### src/rtl/zbs_unit_if.sv
// rtl/zbs_unit_if.sv - request/result handshake bundle for zbs_unit
// Optional mask_out signal present when ZBS_ONEHOT_OUT_EN is defined.
interface zbs_unit_if #(
    parameter int WIDTH = 64
);
    logic             in_valid;
    logic             in_ready;
    logic [1:0]       op;
    logic [WIDTH-1:0] rs1;
    logic [WIDTH-1:0] rs2;
    logic [4:0]       tag;
    logic             flush;
    logic             out_valid;
    logic             out_ready;
    logic [WIDTH-1:0] y;
    logic [4:0]       out_tag;
`ifdef ZBS_ONEHOT_OUT_EN
    logic [WIDTH-1:0] mask_out;
`endif

    modport master (
        output in_valid, op, rs1, rs2, tag, flush, out_ready,
`ifdef ZBS_ONEHOT_OUT_EN
        input  mask_out,
`endif
        input  in_ready, out_valid, y, out_tag
    );

    modport slave (
        input  in_valid, op, rs1, rs2, tag, flush, out_ready,
`ifdef ZBS_ONEHOT_OUT_EN
        output mask_out,
`endif
        output in_ready, out_valid, y, out_tag
    );
endinterface

### src/rtl/zbs_unit.sv
// rtl/zbs_unit.sv - two-stage bset/bclr/binv/bext pipeline with valid/ready flow control
// ZBS_ONEHOT_OUT_EN adds an S2-registered one-hot mask output (mask_out).
module zbs_unit #(
    parameter int WIDTH   = 64,
    parameter int INDEX_W = $clog2(WIDTH)
) (
    input  logic        clk,
    input  logic        rst,
    zbs_unit_if.slave   bus
);

    localparam logic [1:0] OP_BSET = 2'b00;
    localparam logic [1:0] OP_BCLR = 2'b01;
    localparam logic [1:0] OP_BINV = 2'b10;
    localparam logic [1:0] OP_BEXT = 2'b11;

    function automatic logic [WIDTH-1:0] index_onehot(input logic [INDEX_W-1:0] idx);
        logic [WIDTH-1:0] dec;
        dec = '0;
        for (int i = 0; i < WIDTH; i++) begin
            dec[i] = (idx == INDEX_W'(i));
        end
        return dec;
    endfunction

    // S1 state
    logic             s1_valid_q, s1_valid_d;
    logic [1:0]       s1_op_q, s1_op_d;
    logic [WIDTH-1:0] s1_rs1_q, s1_rs1_d;
    logic [4:0]       s1_tag_q, s1_tag_d;
    logic [WIDTH-1:0] s1_mask_q, s1_mask_d;

    // S2 state
    logic             s2_valid_q, s2_valid_d;
    logic [WIDTH-1:0] s2_y_q, s2_y_d;
    logic [4:0]       s2_tag_q, s2_tag_d;
`ifdef ZBS_ONEHOT_OUT_EN
    logic [WIDTH-1:0] s2_mask_q, s2_mask_d;
`endif

    logic             s2_adv;
    logic             s1_adv;
    logic             accept;
    logic [WIDTH-1:0] result;
    logic             unused_rs2_hi;

    // Upper index bits are architecturally ignored.
    assign unused_rs2_hi = ^bus.rs2[WIDTH-1:INDEX_W];

    // Ready depends only on stage occupancy and out_ready, never on in_valid.
    assign s2_adv       = !s2_valid_q || bus.out_ready;
    assign s1_adv       = !s1_valid_q || s2_adv;
    assign bus.in_ready = s1_adv;
    assign accept       = bus.in_valid && s1_adv;

    always_comb begin
        result = '0;
        unique case (s1_op_q)
            OP_BSET: result = s1_rs1_q | s1_mask_q;
            OP_BCLR: result = s1_rs1_q & ~s1_mask_q;
            OP_BINV: result = s1_rs1_q ^ s1_mask_q;
            OP_BEXT: result = {{(WIDTH-1){1'b0}}, |(s1_rs1_q & s1_mask_q)};
            default: result = '0;
        endcase
    end

    always_comb begin
        s1_valid_d = s1_valid_q;
        s1_op_d    = s1_op_q;
        s1_rs1_d   = s1_rs1_q;
        s1_tag_d   = s1_tag_q;
        s1_mask_d  = s1_mask_q;
        s2_valid_d = s2_valid_q;
        s2_y_d     = s2_y_q;
        s2_tag_d   = s2_tag_q;
`ifdef ZBS_ONEHOT_OUT_EN
        s2_mask_d  = s2_mask_q;
`endif
        if (bus.flush) begin
            s1_valid_d = 1'b0;
            s2_valid_d = 1'b0;
        end else begin
            if (s2_adv) begin
                s2_valid_d = s1_valid_q;
                if (s1_valid_q) begin
                    s2_y_d    = result;
                    s2_tag_d  = s1_tag_q;
`ifdef ZBS_ONEHOT_OUT_EN
                    s2_mask_d = s1_mask_q;
`endif
                end
            end
            if (s1_adv) begin
                s1_valid_d = accept;
                if (accept) begin
                    s1_op_d   = bus.op;
                    s1_rs1_d  = bus.rs1;
                    s1_tag_d  = bus.tag;
                    s1_mask_d = index_onehot(bus.rs2[INDEX_W-1:0]);
                end
            end
        end
    end

    always_ff @(posedge clk) begin
        if (rst) begin
            s1_valid_q <= 1'b0;
            s2_valid_q <= 1'b0;
            s2_y_q     <= '0;
            s2_tag_q   <= '0;
`ifdef ZBS_ONEHOT_OUT_EN
            s2_mask_q  <= '0;
`endif
        end else begin
            s1_valid_q <= s1_valid_d;
            s2_valid_q <= s2_valid_d;
            s2_y_q     <= s2_y_d;
            s2_tag_q   <= s2_tag_d;
`ifdef ZBS_ONEHOT_OUT_EN
            s2_mask_q  <= s2_mask_d;
`endif
        end
    end

    // S1 datapath carries no reset; only its valid bit matters.
    always_ff @(posedge clk) begin
        s1_op_q   <= s1_op_d;
        s1_rs1_q  <= s1_rs1_d;
        s1_tag_q  <= s1_tag_d;
        s1_mask_q <= s1_mask_d;
    end

    assign bus.out_valid = s2_valid_q;
    assign bus.y         = s2_y_q;
    assign bus.out_tag   = s2_tag_q;
`ifdef ZBS_ONEHOT_OUT_EN
    assign bus.mask_out  = s2_mask_q;
`endif

endmodule

### src/flat_wrapper.sv
// flat-port wrapper written by rule: the top's interface ports become plain ports
module zbs_unit_flat 
#(
    parameter int WIDTH   = 64,
    parameter int INDEX_W = $clog2(WIDTH)
)
  (clk, rst, bus_in_valid, bus_op, bus_rs1, bus_rs2, bus_tag, bus_flush, bus_out_ready, bus_in_ready, bus_out_valid, bus_y, bus_out_tag);
  zbs_unit_if #(.WIDTH(WIDTH)) bus_i ();
  input  logic clk;
  input  logic rst;
  input wire logic [$bits(bus_i.in_valid)-1:0] bus_in_valid;
  input wire logic [$bits(bus_i.op)-1:0] bus_op;
  input wire logic [$bits(bus_i.rs1)-1:0] bus_rs1;
  input wire logic [$bits(bus_i.rs2)-1:0] bus_rs2;
  input wire logic [$bits(bus_i.tag)-1:0] bus_tag;
  input wire logic [$bits(bus_i.flush)-1:0] bus_flush;
  input wire logic [$bits(bus_i.out_ready)-1:0] bus_out_ready;
  output wire logic [$bits(bus_i.in_ready)-1:0] bus_in_ready;
  output wire logic [$bits(bus_i.out_valid)-1:0] bus_out_valid;
  output wire logic [$bits(bus_i.y)-1:0] bus_y;
  output wire logic [$bits(bus_i.out_tag)-1:0] bus_out_tag;
  assign bus_i.in_valid = bus_in_valid;
  assign bus_i.op = bus_op;
  assign bus_i.rs1 = bus_rs1;
  assign bus_i.rs2 = bus_rs2;
  assign bus_i.tag = bus_tag;
  assign bus_i.flush = bus_flush;
  assign bus_i.out_ready = bus_out_ready;
  assign bus_in_ready = bus_i.in_ready;
  assign bus_out_valid = bus_i.out_valid;
  assign bus_y = bus_i.y;
  assign bus_out_tag = bus_i.out_tag;
  zbs_unit #(.WIDTH(WIDTH), .INDEX_W(INDEX_W)) u_core (.clk(clk), .rst(rst), .bus(bus_i));
endmodule
### config.mk
export PLATFORM = sky130hd
export DESIGN_NAME = zbs_unit_flat
export DESIGN_NICKNAME = d
export VERILOG_FILES = /design/src/rtl/zbs_unit_if.sv /design/src/rtl/zbs_unit.sv /design/src/flat_wrapper.sv
export SDC_FILE = /design/constraint.sdc
export NUM_CORES = 1
export LEC_CHECK = 0
export ABC_AREA = 0
export CAP_MARGIN = 20
export CORE_MARGIN = 2
export CORE_UTILIZATION = 34
export DETAILED_ROUTE_END_ITERATION = 7
export GPL_ROUTABILITY_DRIVEN = 0
export PLACE_DENSITY = 0.61
export SLEW_MARGIN = 15
export SYNTH_ARGS = -nofsm -noshare
export SYNTH_HDL_FRONTEND = slang
export SYNTH_SLANG_ARGS = --single-unit
### constraint.sdc
create_clock -name clk -period 4.1 [get_ports clk]
set_clock_uncertainty 0.05 [all_clocks]
set_input_delay 0.615 -clock clk [delete_from_list [all_inputs] [get_ports clk]]
set_output_delay 0.615 -clock clk [all_outputs]
set_load 0.005 [all_outputs]
Word-level counts from Yosys, hierarchy flattened
Index checks and enable logic that the tools add are counted.
- bits of input ports: 140
- register bits: 206
- output and inout port bits: 71
- word-level logic and storage cells: 92
- equality and inequality tests: 66
- bitwise logic cells: 6
- multiplexer cells: 1
- reduce and logical (&&, ||, !) cells: 11
- operator list (kind ; number):
    case mux 64 bit (4 select lines) ; 1
    equality test 6 bit, second input constant ; 32
    bitwise AND 64 bit ; 2
    equality test 6 x 5 -> 1 bit, second input constant ; 16
    inverter 64 bit ; 1
    bitwise OR 64 bit ; 1
    OR reduction 64 bit ; 1
    XOR 64 bit ; 1
    equality test 6 x 4 -> 1 bit, second input constant ; 8
    equality test 6 x 3 -> 1 bit, second input constant ; 4
    equality test 6 x 2 -> 1 bit, second input constant ; 2
    equality test 6 x 1 -> 1 bit, second input constant ; 1
    zero test 6 bit ; 1
    AND reduction 3 bit ; 2
    equality test 2 bit, second input constant ; 2
    equality test 2 x 1 -> 1 bit, second input constant ; 1
    zero test 1 bit ; 2
    zero test 2 bit ; 1
    logical OR 1 bit ; 2
    OR reduction 2 bit ; 1
    logical AND 1 bit ; 1
    inverter 1 bit ; 1

Depth between registers and ports, before layout
- word-level depth: 5
- mapped depth: 6

Worst setup path before layout
Ideal clock, no wire load.
- path type: input-to-reg
- start: input bus_out_ready
- end: register u_core.s1_mask_q[0], enable pin
- data required time: 3.539 ns
- arrival time: 3.891 ns
- library setup time: 0.511 ns
- slack: -0.353 ns
- stages on the path: 3
- path through: nor2b_4 -> nand2_1 -> and3b_1
- longest elaborated chain between the ends: 4
- RTL lines (element ; RTL line ; text):
    from (decl) ; flat_wrapper.sv:17 ; input wire logic [$bits(bus_i.out_ready)-1:0] bus_out_ready;
    logical OR 1 bit * ; zbs_unit.sv:51 ; assign s2_adv = !s2_valid_q || bus.out_ready;
    logical OR 1 bit * ; zbs_unit.sv:52 ; assign s1_adv = !s1_valid_q || s2_adv;
    via bus_in_ready ; flat_wrapper.sv:18 ; output wire logic [$bits(bus_i.in_ready)-1:0] bus_in_ready;
    logical AND 1 bit ; zbs_unit.sv:54 ; assign accept = bus.in_valid && s1_adv;
    AND reduction 3 bit (no source line) * ; -- ;
    to (signal assigned) ; zbs_unit.sv:130 ; s1_mask_q <= s1_mask_d;
    to (decl) ; zbs_unit.sv:31 ; logic [WIDTH-1:0] s1_mask_q, s1_mask_d;
Mark *: on every way through the listed nets, which the timed path passes. The rest lies on a longest branch.
A chain may end at the register's enable or synchronous reset.

Worst setup path after layout
- start: input bus_out_ready
- end: output bus_in_ready
- longest elaborated chain between the ends: 2
- RTL lines (element ; RTL line):
    logical OR 1 bit ; zbs_unit.sv:51
    logical OR 1 bit ; zbs_unit.sv:52
    to (decl) ; flat_wrapper.sv:18
No other way between the ends.

==> results.json <==
{
  "rsz0062_at_grt": "false",
  "final_common_cell": "nor2_1",
  "power_density_nw_per_um2": 382.4,
  "post-cts-setup-buffers": 0,
  "first_iter_violations": 380,
  "cts_buffers": 26,
  "start_util": 0.3440,
  "die_h_um": 185.2,
  "p_total_mw": 5.331,
  "ys_seq_area_frac": 0.4905,
  "cts_max_path_buffers": 3,
  "antenna_found_initial": 1,
  "antenna_left": 0,
  "combPwrFrac": 0.115,
  "switching_share": 0.2447,
  "coreArea_um2": 32450,
  "hpwl_um": 18310,
  "vias": 7596,
  "hold_start": "u_core.s1_tag_q[0]",
  "grt_pass1_vias": 7452,
  "finalSetupViolations": 0,
  "vias_per_cell": 4.657,
  "cp-end-kind": "primary output",
  "final_cell_mix": "nor2_1, ha_1, clkdlybuf4s50_1, edfxtp_1, inv_1",
  "setup_ws_ns": 1.660,
  "hold_buffers": 0,
  "cts_tree": "built",
  "drc": 0,
  "outcome": "complete, no violations",
  "rows": 66,
  "htreeDepth": 1,
  "netlist_area_um2": 11160,
  "grt_max_degree": 126,
  "cap_violations": 0,
  "syn-num-nets": 1369,
  "cts.repair.resized": 0,
  "drt-total-wl_um": 26740,
  "dp.cells": 1582,
  "die_area_um2": 34300,
  "start_kind": "input port",
  "synth_cell_types": 29,
  "track_usage": 0.1548,
  "post_synth.cell_area_avg_um2": 10.76,
  "switching_power_mw": 1.304,
  "min_period_over_period": 0.5951,
  "drive_above_1_share": 0.04886,
  "p_clk_frac": 0.435,
  "min_period_ns": 2.440,
  "dieWidth_um": 185.2,
  "hold_viol": 0,
  "drt_pass1_iterations": 5,
  "preCtsSetupSlack_ns": 1.542,
  "yosysWarnings": 0,
  "areaGrowthSynthToFinish_pct": 24.88,
  "fin_cells": 1631,
  "cts.sinks": 206,
  "tns_ns": 0,
  "cp.arrival_ns": 1.77,
  "synthCells": 1037,
  "io_buffers": 152,
  "utilization": 0.4296,
  "seq_power_share": 0.451,
  "cts.clk_slew.worst_paths_ns": 0.05,
  "clockRootBuffer": "clkbuf_16",
  "maxSlewViolCount": 0,
  "crit_path_start": "bus_out_ready",
  "yosys_register_bits": 206,
  "hold_class": "reg2reg",
  "worst-setup-path-type": "in2out",
  "critPathMaxFanout": 4,
  "final_nets": 1500,
  "worst_pin_slew_ns": 0.8399,
  "grt_pass1_wl_um": 40920,
  "p_leak_nw": 5.905,
  "grt_overflow_total": 0,
  "timing.fmax_mhz": 409.8,
  "ir_worst_vdd_mv": 0.3238,
  "wl_per_cell_um": 16.40,
  "power.internal_mw": 4.026,
  "io_pins": 211,
  "clk_latency_ns": 0.53,
  "required_ns": 3.43,
  "r2r_start": "u_core.s1_mask_q[32]",
  "slew_headroom": 0.4401
}
==> cells by family after synthesis <==
kind of cell,share of synthesized area
mux,0.004483
compound gates,0.1236
simple gates,0.09449
flops,0.4905
buf+inv,0.07173
fa+ha+maj,0.2152
==> power by group through the flow <==
stage | Combinational, mW | Clock (mW) | Sequential [mW]
CTS | 0.625 | 2.38 | 2.40
finish | 0.612 | 2.32 | 2.40
global placement | 0.604 | 0 | 2.44
detailed placement | 0.619 | 0 | 2.45
floorplan | 0.370 | 0 | 2.43
global route | 0.693 | 2.46 | 2.42
==> metal layers <==
| layer | vias up | part of all wire | GRT usage |
|---|---|---|---|
| met5 | - | 0 | 0 |
| met4 | 0 | 0.019 | 0.03683 |
| met3 | 33 | 0.047 | 0.02713 |
| met2 | 152 | 0.48 | 0.2641 |
| met1 | 3577 | 0.46 | 0.2038 |
| li1 | 3834 | - | - |
==> worst max-delay path: stages <==
cell and delay (ns):
clkdlybuf4s50_1 0.44, nor2b_4 0.18, nand2_1 0.09, clkdlybuf4s50_1 0.45
==> cells in the mapped netlist <==
cell       count  area share
and3b_1        1     0.00078
nand4_1        5      0.0028
mux2i_1        5      0.0045
buf_4         14      0.0094
nor3b_2        1      0.0011
a211oi_1      63       0.042
or2_2          1     0.00056
buf_1          6      0.0020
inv_1        129       0.043
o21ai_0        1     0.00045
nor2b_1        5      0.0028
dfxtp_1       71        0.13
nor3_1         2     0.00090
nand2b_1       2      0.0011
nor2b_4        1      0.0012
nand2_1       12      0.0040
o211a_1        1     0.00090
o22ai_1        1     0.00056
nor2_1       199       0.067
buf_2         19      0.0085
nand3_1        6      0.0027
buf_6          3      0.0030
clkbuf_1      16      0.0054
a2bb2oi_1     63       0.049
ha_1         192        0.22
o2111ai_1      1     0.00078
nor4_1        17      0.0095
edfxtp_1     135        0.36
a21oi_1       65       0.029
==> area by class of cell <==
| type | instances | area [um2] |
|---|---|---|
| diodes | 2 | 5.005 |
| clock buffers | 30 | 696.9 |
| clock inverters | 17 | 175.2 |
| fillers | 3103 | 18510 |
| inverters | 129 | 484.2 |
| multi-input cells | 644 | 4905 |
| flip-flops and latches | 206 | 5475 |
| well taps | 442 | 553.0 |
| repair buffers | 161 | 1647 |
==> state kept, by name (all words and copies together), names as in the netlist <==
| signal | cells |
|---|---|
| u_core.bus.y | 64 |
| u_core.s1_mask_q | 64 |
| u_core.s1_rs1_q | 64 |
| u_core.bus.out_tag | 5 |
| u_core.s1_tag_q | 5 |
| u_core.s1_op_q | 2 |
| u_core.bus.out_valid | 1 |
| u_core.s1_valid_q | 1 |
==> stage by stage <==
| stage | area (um2) | hold WS, ns |
|---|---|---|
| detailed placement | 13060 | 0.4290 |
| global placement | 13060 | 0.4141 |
| finish | 13940 | 0.4377 |
| floorplan | 11160 | 0.4063 |
| CTS | 13940 | 0.4424 |
| global route | 13940 | 0.4648 |
==> path summary, 6_finish.rpt <==
kind	to	slack [ns]	cells past startpoint
setup / recovery	bus_in_ready	1.66	4
hold / removal	u_core.bus.out_tag[0]	0.44	2
setup reg to reg	u_core.bus.y[0]	2.01	5
hold reg to reg	u_core.bus.out_tag[0]	0.44	2
Power figures use the tool's default switching activity.
